==> config.mk <==
export PLATFORM = sky130hd
export DESIGN_NAME = mc_datapath
export DESIGN_NICKNAME = d
export VERILOG_FILES = /design/src/rtl/mc_datapath.sv
export SDC_FILE = /design/constraint.sdc
export NUM_CORES = 2
export LEC_CHECK = 0
export BUFFER_PORTS_ARGS = -buffer_cell sky130_fd_sc_hd__buf_2
export CAP_MARGIN = 25
export CELL_PAD_IN_SITES_DETAIL_PLACEMENT = 1
export CELL_PAD_IN_SITES_GLOBAL_PLACEMENT = 1
export CORE_ASPECT_RATIO = 1.5
export CORE_UTILIZATION = 55
export CTS_CLUSTER_DIAMETER = 120
export DETAILED_ROUTE_END_ITERATION = 10
export PLACE_DENSITY_LB_ADDON = 0.05
export SETUP_SLACK_MARGIN = 0.3
export SYNTH_ARGS = -nofsm -noshare
export SYNTH_HDL_FRONTEND = slang
export SYNTH_SLANG_ARGS = --single-unit
==> constraint.sdc <==
create_clock -name clk -period 5.1 [get_ports clk]
set_input_delay 0.51 -clock clk [delete_from_list [all_inputs] [get_ports clk]]
set_output_delay 0.51 -clock clk [all_outputs]
set_load 0.05 [all_outputs]
==> src/rtl/mc_datapath.sv <==
// Multi-cycle datapath: 4-cycle FETCH/DECODE/EXEC/WB sequencer with a register file and a MIPS-like ALU.
// Optional ALU status flags (N, Z, C, V) are compiled in with `define MC_DATAPATH_FLAGS_EN.
module mc_datapath #(
    parameter int WIDTH      = 32,
    parameter int REG_COUNT  = 32,
    parameter int IMEM_DEPTH = 64
) (
    input  logic                          clk,
    input  logic                          reset,
    input  logic                          run,
    input  logic                          im_we,
    input  logic [$clog2(IMEM_DEPTH)-1:0] im_addr,
    input  logic [31:0]                   im_wdata,
    output logic [WIDTH-1:0]              Dout,
    output logic [31:0]                   PC_out,
    output logic                          busy,
    output logic                          halted,
    output logic                          N,
    output logic                          Z,
    output logic                          C,
    output logic                          V
);

    localparam int          AW      = $clog2(IMEM_DEPTH);
    localparam int          RW      = (REG_COUNT > 1) ? $clog2(REG_COUNT) : 1;
    localparam logic [31:0] PC_MASK = 32'(IMEM_DEPTH * 4 - 1);

    localparam logic [5:0] OP_RTYPE = 6'h00;
    localparam logic [5:0] OP_ADDI  = 6'h08;
    localparam logic [5:0] OP_HALT  = 6'h3F;
    localparam logic [5:0] F_ADD    = 6'h20;
    localparam logic [5:0] F_SUB    = 6'h22;
    localparam logic [5:0] F_AND    = 6'h24;
    localparam logic [5:0] F_OR     = 6'h25;
    localparam logic [5:0] F_NOR    = 6'h27;
    localparam logic [5:0] F_SLT    = 6'h2A;

    typedef enum logic [2:0] {
        S_IDLE,
        S_FETCH,
        S_DECODE,
        S_EXEC,
        S_WB,
        S_HALT
    } state_t;

    state_t           state;
    logic [31:0]      imem [IMEM_DEPTH];
    logic [WIDTH-1:0] regs [REG_COUNT];
    logic [31:0]      ir;
    logic [WIDTH-1:0] a_q, b_q, res_q;
    logic             wb_en;
    logic [4:0]       wb_dst;

    logic [5:0]       opcode, funct;
    logic [4:0]       rs, rt, rd;
    logic [WIDTH-1:0] imm_ext;
    logic             is_sub, is_addi;
    logic [WIDTH-1:0] add_b, add_res;
    logic             add_cin;
    logic [WIDTH-1:0] alu_res;
    logic             alu_we;
    logic [4:0]       alu_dst;
    logic             unused_shamt;

    assign opcode       = ir[31:26];
    assign rs           = ir[25:21];
    assign rt           = ir[20:16];
    assign rd           = ir[15:11];
    assign funct        = ir[5:0];
    assign unused_shamt = ^ir[10:6];
    assign imm_ext      = WIDTH'($signed(ir[15:0]));

    // One shared adder serves add, sub (A + ~B + 1) and addi.
    assign is_sub  = (opcode == OP_RTYPE) && (funct == F_SUB);
    assign is_addi = (opcode == OP_ADDI);
    assign add_b   = is_sub ? ~b_q : (is_addi ? imm_ext : b_q);
    assign add_cin = is_sub;

`ifdef MC_DATAPATH_FLAGS_EN
    logic [WIDTH:0] add_sum;
    logic           add_cout;
    assign add_sum  = {1'b0, a_q} + {1'b0, add_b} + {{WIDTH{1'b0}}, add_cin};
    assign add_res  = add_sum[WIDTH-1:0];
    assign add_cout = add_sum[WIDTH];
`else
    assign add_res = a_q + add_b + {{(WIDTH-1){1'b0}}, add_cin};
`endif

    function automatic logic rf_valid(input logic [4:0] idx);
        return (idx != 5'd0) && (int'(idx) < REG_COUNT);
    endfunction

    function automatic logic [WIDTH-1:0] rf_read(input logic [4:0] idx);
        return rf_valid(idx) ? regs[idx[RW-1:0]] : '0;
    endfunction

    // NOTE: every output of a combinational block gets a default first, so no path leaves a latch.
    always_comb begin
        alu_res = '0;
        alu_we  = 1'b0;
        alu_dst = rd;
        if (opcode == OP_RTYPE) begin
            case (funct)
                F_ADD, F_SUB: begin alu_res = add_res;             alu_we = 1'b1; end
                F_AND:        begin alu_res = a_q & b_q;           alu_we = 1'b1; end
                F_OR:         begin alu_res = a_q | b_q;           alu_we = 1'b1; end
                F_NOR:        begin alu_res = ~(a_q | b_q);        alu_we = 1'b1; end
                F_SLT:        begin
                    alu_res = ($signed(a_q) < $signed(b_q)) ? WIDTH'(1) : '0;
                    alu_we  = 1'b1;
                end
                default: ;
            endcase
        end else if (opcode == OP_ADDI) begin
            alu_res = add_res;
            alu_we  = 1'b1;
            alu_dst = rt;
        end
    end

    // NOTE: sequential state uses non-blocking assignments so every register samples pre-edge values.
    always_ff @(posedge clk) begin
        if (reset) begin
            state  <= S_IDLE;
            PC_out <= '0;
            Dout   <= '0;
            ir     <= '0;
            a_q    <= '0;
            b_q    <= '0;
            res_q  <= '0;
            wb_en  <= 1'b0;
            wb_dst <= '0;
            busy   <= 1'b0;
            halted <= 1'b0;
            for (int i = 0; i < REG_COUNT; i++) regs[i] <= '0;
        end else begin
            case (state)
                S_IDLE: begin
                    if (run) begin
                        state <= S_FETCH;
                        busy  <= 1'b1;
                    end
                end
                S_FETCH: begin
                    ir    <= imem[PC_out[AW+1:2]];
                    state <= S_DECODE;
                end
                S_DECODE: begin
                    a_q <= rf_read(rs);
                    b_q <= rf_read(rt);
                    if (opcode == OP_HALT) begin
                        state  <= S_HALT;
                        busy   <= 1'b0;
                        halted <= 1'b1;
                    end else begin
                        state <= S_EXEC;
                    end
                end
                S_EXEC: begin
                    res_q  <= alu_res;
                    wb_en  <= alu_we;
                    wb_dst <= alu_dst;
                    state  <= S_WB;
                end
                S_WB: begin
                    if (wb_en) begin
                        if (rf_valid(wb_dst)) regs[wb_dst[RW-1:0]] <= res_q;
                        Dout <= res_q;
                    end
                    PC_out <= (PC_out + 32'd4) & PC_MASK;
                    state  <= S_FETCH;
                end
                S_HALT:  state <= S_HALT;
                default: state <= S_IDLE;
            endcase
        end
    end

    // NOTE: instruction memory is deliberately not reset; a loaded program survives reset.
    always_ff @(posedge clk) begin
        if (im_we && (state == S_IDLE)) imem[im_addr] <= im_wdata;
    end

`ifdef MC_DATAPATH_FLAGS_EN
    logic flag_upd;
    logic n_q, z_q, c_q, v_q;

    assign flag_upd = is_addi || is_sub || ((opcode == OP_RTYPE) && (funct == F_ADD));

    always_ff @(posedge clk) begin
        if (reset) begin
            n_q <= 1'b0;
            z_q <= 1'b0;
            c_q <= 1'b0;
            v_q <= 1'b0;
        end else if ((state == S_EXEC) && flag_upd) begin
            n_q <= add_res[WIDTH-1];
            z_q <= (add_res == '0);
            c_q <= add_cout;
            // Overflow: both adder operands share a sign that the sum does not.
            v_q <= (a_q[WIDTH-1] == add_b[WIDTH-1]) && (add_res[WIDTH-1] != a_q[WIDTH-1]);
        end
    end

    assign N = n_q;
    assign Z = z_q;
    assign C = c_q;
    assign V = v_q;
`else
    assign N = 1'b0;
    assign Z = 1'b0;
    assign C = 1'b0;
    assign V = 1'b0;
`endif

endmodule
==> summary.md <==
| Metric | Value |
|---|---|
| First-pass DRT Iterations | 5 |
| WP data required | 5.86 ns |
| Worst vdd ir | roughly 0.00035 V |
| Worst Hold Class | in -> reg |
| DR WL/cell | 38.3 um |
| Starting Density | 55.3% |
| Comb pwr share | 6.5% |
| Fin crit period | approximately 4.6 ns |
| Largest net degree at the start of global routing | 84 |
| Slew @ Worst Pin | between 1 and 1.5 ns |
| Layout cells sized above 1 | 26.1% |
| Reg power frac | roughly 53% |
| NetSw | roughly 13 mW |
| Ys Warns | 0 |
| Post-CTS Repair Setup Buffers | 0 |
| Worst skew pair latency | about 0.9 ns |
| Initial antenna violation count | 49 |
| Vias in the first global route | about 86000 |
| IO Pins | around 110 |
| Cells after Synth | slightly above 8000 |
| Data arrival, critical path | 5.40 ns |
| Power Dens Cells | ~350 nW/um^2 |
| CP max stage delay | about 0.55 ns |
| H-tree depth | 5 |
| Crit end category | flop |
| Post-DP Area | approximately 150000 um^2 |
| Clk pwr share | just over 40% |
| Seq/Total Area, Yosys | between 60% and 70% |
| Syn Area/Cell | ~18 um^2 |
| Max Cap Violations | 0 |
| Post-synth ARST share | 0% |
| Clock Sinks | 3249 |
| Syn-to-layout area delta | 12.4% |
| Drt drc | 0 |
| Slew Viols, Final | 0 |
| DRT Wirelength | 459 mm |
| Max Clk Rate | roughly 220 MHz |
| CTS tree | built |
| IO buf count | between 80 and 90 |
| Row count | 229 |
| Final number of hold-violating endpoints | 0 |
| Post-synthesis cell type count | 76 |
| Crit path buffers/inverters | 0 |
| Area contributors post-synth | edfxtp_1, mux4_2, and2_1 |
| Die ar. | between 200000 and 300000 um^2 |
| #FFs+latches synth | about 3200 |
| Synth cell count leaders | edfxtp_1, mux4_2, and2_1 |
| Vias/cell | approximately 6.8 |
| Setup slack at placement | 0.307 ns |
| CP startpoint kind | flop |
| Crit-path slowest cell | nor3b_1 |
| DIE HEIGHT | ~630 um |
| DR iter-0 viols | 8896 |
| Top FF cell, synth | edfxtp_1 |
| Crit Path Category | reg -> reg |
| Final setup fails | 0 |
| Number of enable flip-flop cells after synthesis | between 3000 and 4000 |
| P_int | between 40 and 50 mW |
| Leakage power | about 51 nW |
| Number of CTS-inserted buffers | 311 |
| CP delay by family, top | simple AND/OR/NAND/NOR gates |
| Routability congestion estimate | around 0.91 |
| Cell taking the most area after synthesis | edfxtp_1 |
| Core area | ~260000 um^2 |
| DRT antenna net count | 0 |
| RSZ-0062 raised after global routing | false |
| WHS | ~0.026 ns |
| Yosys top cell area share | ~64% |
| Critical-path cell list | nor3b_1 -> and3_1 -> nand2_1 -> nor2_1 -> a221oi_1 -> fa_1 -> fa_1 -> nor2b_1 -> o31a_1 -> o211a_1 -> a31o_2 -> a31o_2 -> nand2_1 -> mux2i_1 -> o31a_1 |
| Util after Layout | 62.2% |
| DPL Wire Length | ~280 mm |
| Max Fanout on Critical Path | 8 |
| Root buf cell | clkbuf_16 |
| Sw Ratio | a little under a quarter |
| Global-route wire length before repair | ~640 mm |
| Cell Area, Synth | roughly 140000 um^2 |
| Final WS setup | approximately 0.45 ns |
| GRT overflow | 0 |
| Outcome | complete, no violations |
| Nets@finish | ~8400 |
| Cell with the most instances after synthesis | edfxtp_1 |
| Post-route cell area | 161000 um^2 |
| Slew headroom | roughly a quarter |
| Period utilization | ~90% |
| Clock skew | roughly 0.042 ns |
| Clock slew at reported path FFs | ~0.060 ns |
| Via count | ~81000 |
| Fin Setup TNS | 0 ns |
| CTS Buffer Depth | 4 |
| GRT Total Usage | 35.1% |
| Die width | approximately 420 um |
placed cells by master, fill, tap and decap left out, drive strengths merged, types with 17 or more instances in the layout:
cell         instances
a211oi              17
or2                 35
ha                 124
conb                62
edfxtp            3072
clkbuf             392
a22oi               32
bufinv              26
dlygate4sd3         23
o21ai              157
mux4              1087
nor3b               35
clkinv             107
nand2b              33
nand2              216
nor2               277
xnor2               45
o22ai               75
and2               998
nand3               19
a21oi              286
nor3                62
o221ai              79
inv                100
mux2i              265
buf                433
dfxtp              177
mux2                86
timing repair:
| item | 4_1_cts | 5_1_grt |
|---|---|---|
| endpoints found under the setup margin | 1 | 2 |
| endpoints found under the hold margin | 0 | 124 |
| cloned | 0 | 0 |
| resized for setup | 1 | 1 |
| hold buffers | 0 | 23 |
power by group through the flow:
stage	clock [mW]	sequential, mW	combinational [mW]
floorplan	0	30.2	2.09
global placement	0	30.4	3.44
detailed placement	0	30.4	3.56
CTS	23.4	29.9	3.57
global route	24.3	29.9	3.84
finish	23.2	29.9	3.71
sequential cells by signal, summed over array words and instances, names as in the netlist:
signal / cells
imem: 2048
regs: 1024
Dout: 32
a_q: 32
b_q: 32
ir: 32
res_q: 32
PC_out: 6
wb_dst: 5
state: 3
busy: 1
halted: 1
wb_en: 1
per-layer routing:
layer	vias up	share of wire (%)	GRT usage, %
met1	43232	34	40.8
met3	1399	7.3	5.93
met5	-	0.027	0
li1	32432	-	-
met2	4048	52	61.3
met4	20	6.6	20.5
per-stage QoR:
step | total power, mW | instances
4_1_cts | 56.9 | 11918
5_1_grt | 58.0 | 11982
2_1_floorplan | 32.3 | 8171
3_3_place_gp | 33.9 | 11361
6_report | 56.8 | 11992
3_5_place_dp | 34.0 | 11370
worst paths after layout:
kind                            slack [ns]  depth (start not counted)         start      endpoint
worst max-delay path                  0.45                         15         ir[5]     res_q[28]
worst min-delay path                  0.03                          1  im_wdata[13]  imem[53][13]
worst max register to register        0.45                         15         ir[5]     res_q[28]
worst min register to register        0.45                          2      Dout[18]      Dout[18]
worst reg2reg max path: cells and delay by family, from the launching register on:
family / cells / cell delay, ns
adder cells (fa/ha/maj): 2 / 1.01
AND/OR/NAND/NOR: 6 / 1.50
AO/OA/AOI/OAI: 6 / 1.49
multiplexers: 1 / 0.15
flip-flops: 1 / 0.37
area by class of cell:
type | instances | area, um^2
Multi-Input combinational cell | 4173 | 45500
Fill cell | 21966 | 98100
Sequential cell | 3249 | 95900
Clock inverter | 156 | 1470
Tap cell | 3465 | 4340
Antenna cell | 13 | 32.5
Timing Repair Buffer | 456 | 5200
Inverter | 88 | 330
Clock buffer | 392 | 8410
logic make-up (layout without fill, tap and decap cells):
| kind of cell | after synthesis | count (layout) | synth area share [%] |
|---|---|---|---|
| flip-flops | 3249 | 3249 | 66.8 |
| AO/OA/AOI/OAI | 752 | 752 | 3.23 |
| buffers and inverters | 749 | 1092 | 2.20 |
| other | 1 | 75 | 0.00261 |
| multiplexers | 1438 | 1438 | 19.6 |
| AND/OR/NAND/NOR | 1742 | 1742 | 6.75 |
| adder cells (fa/ha/maj) | 126 | 126 | 1.11 |
| XOR/XNOR | 53 | 53 | 0.324 |
No activity file was read; power rests on OpenSTA's default activity.
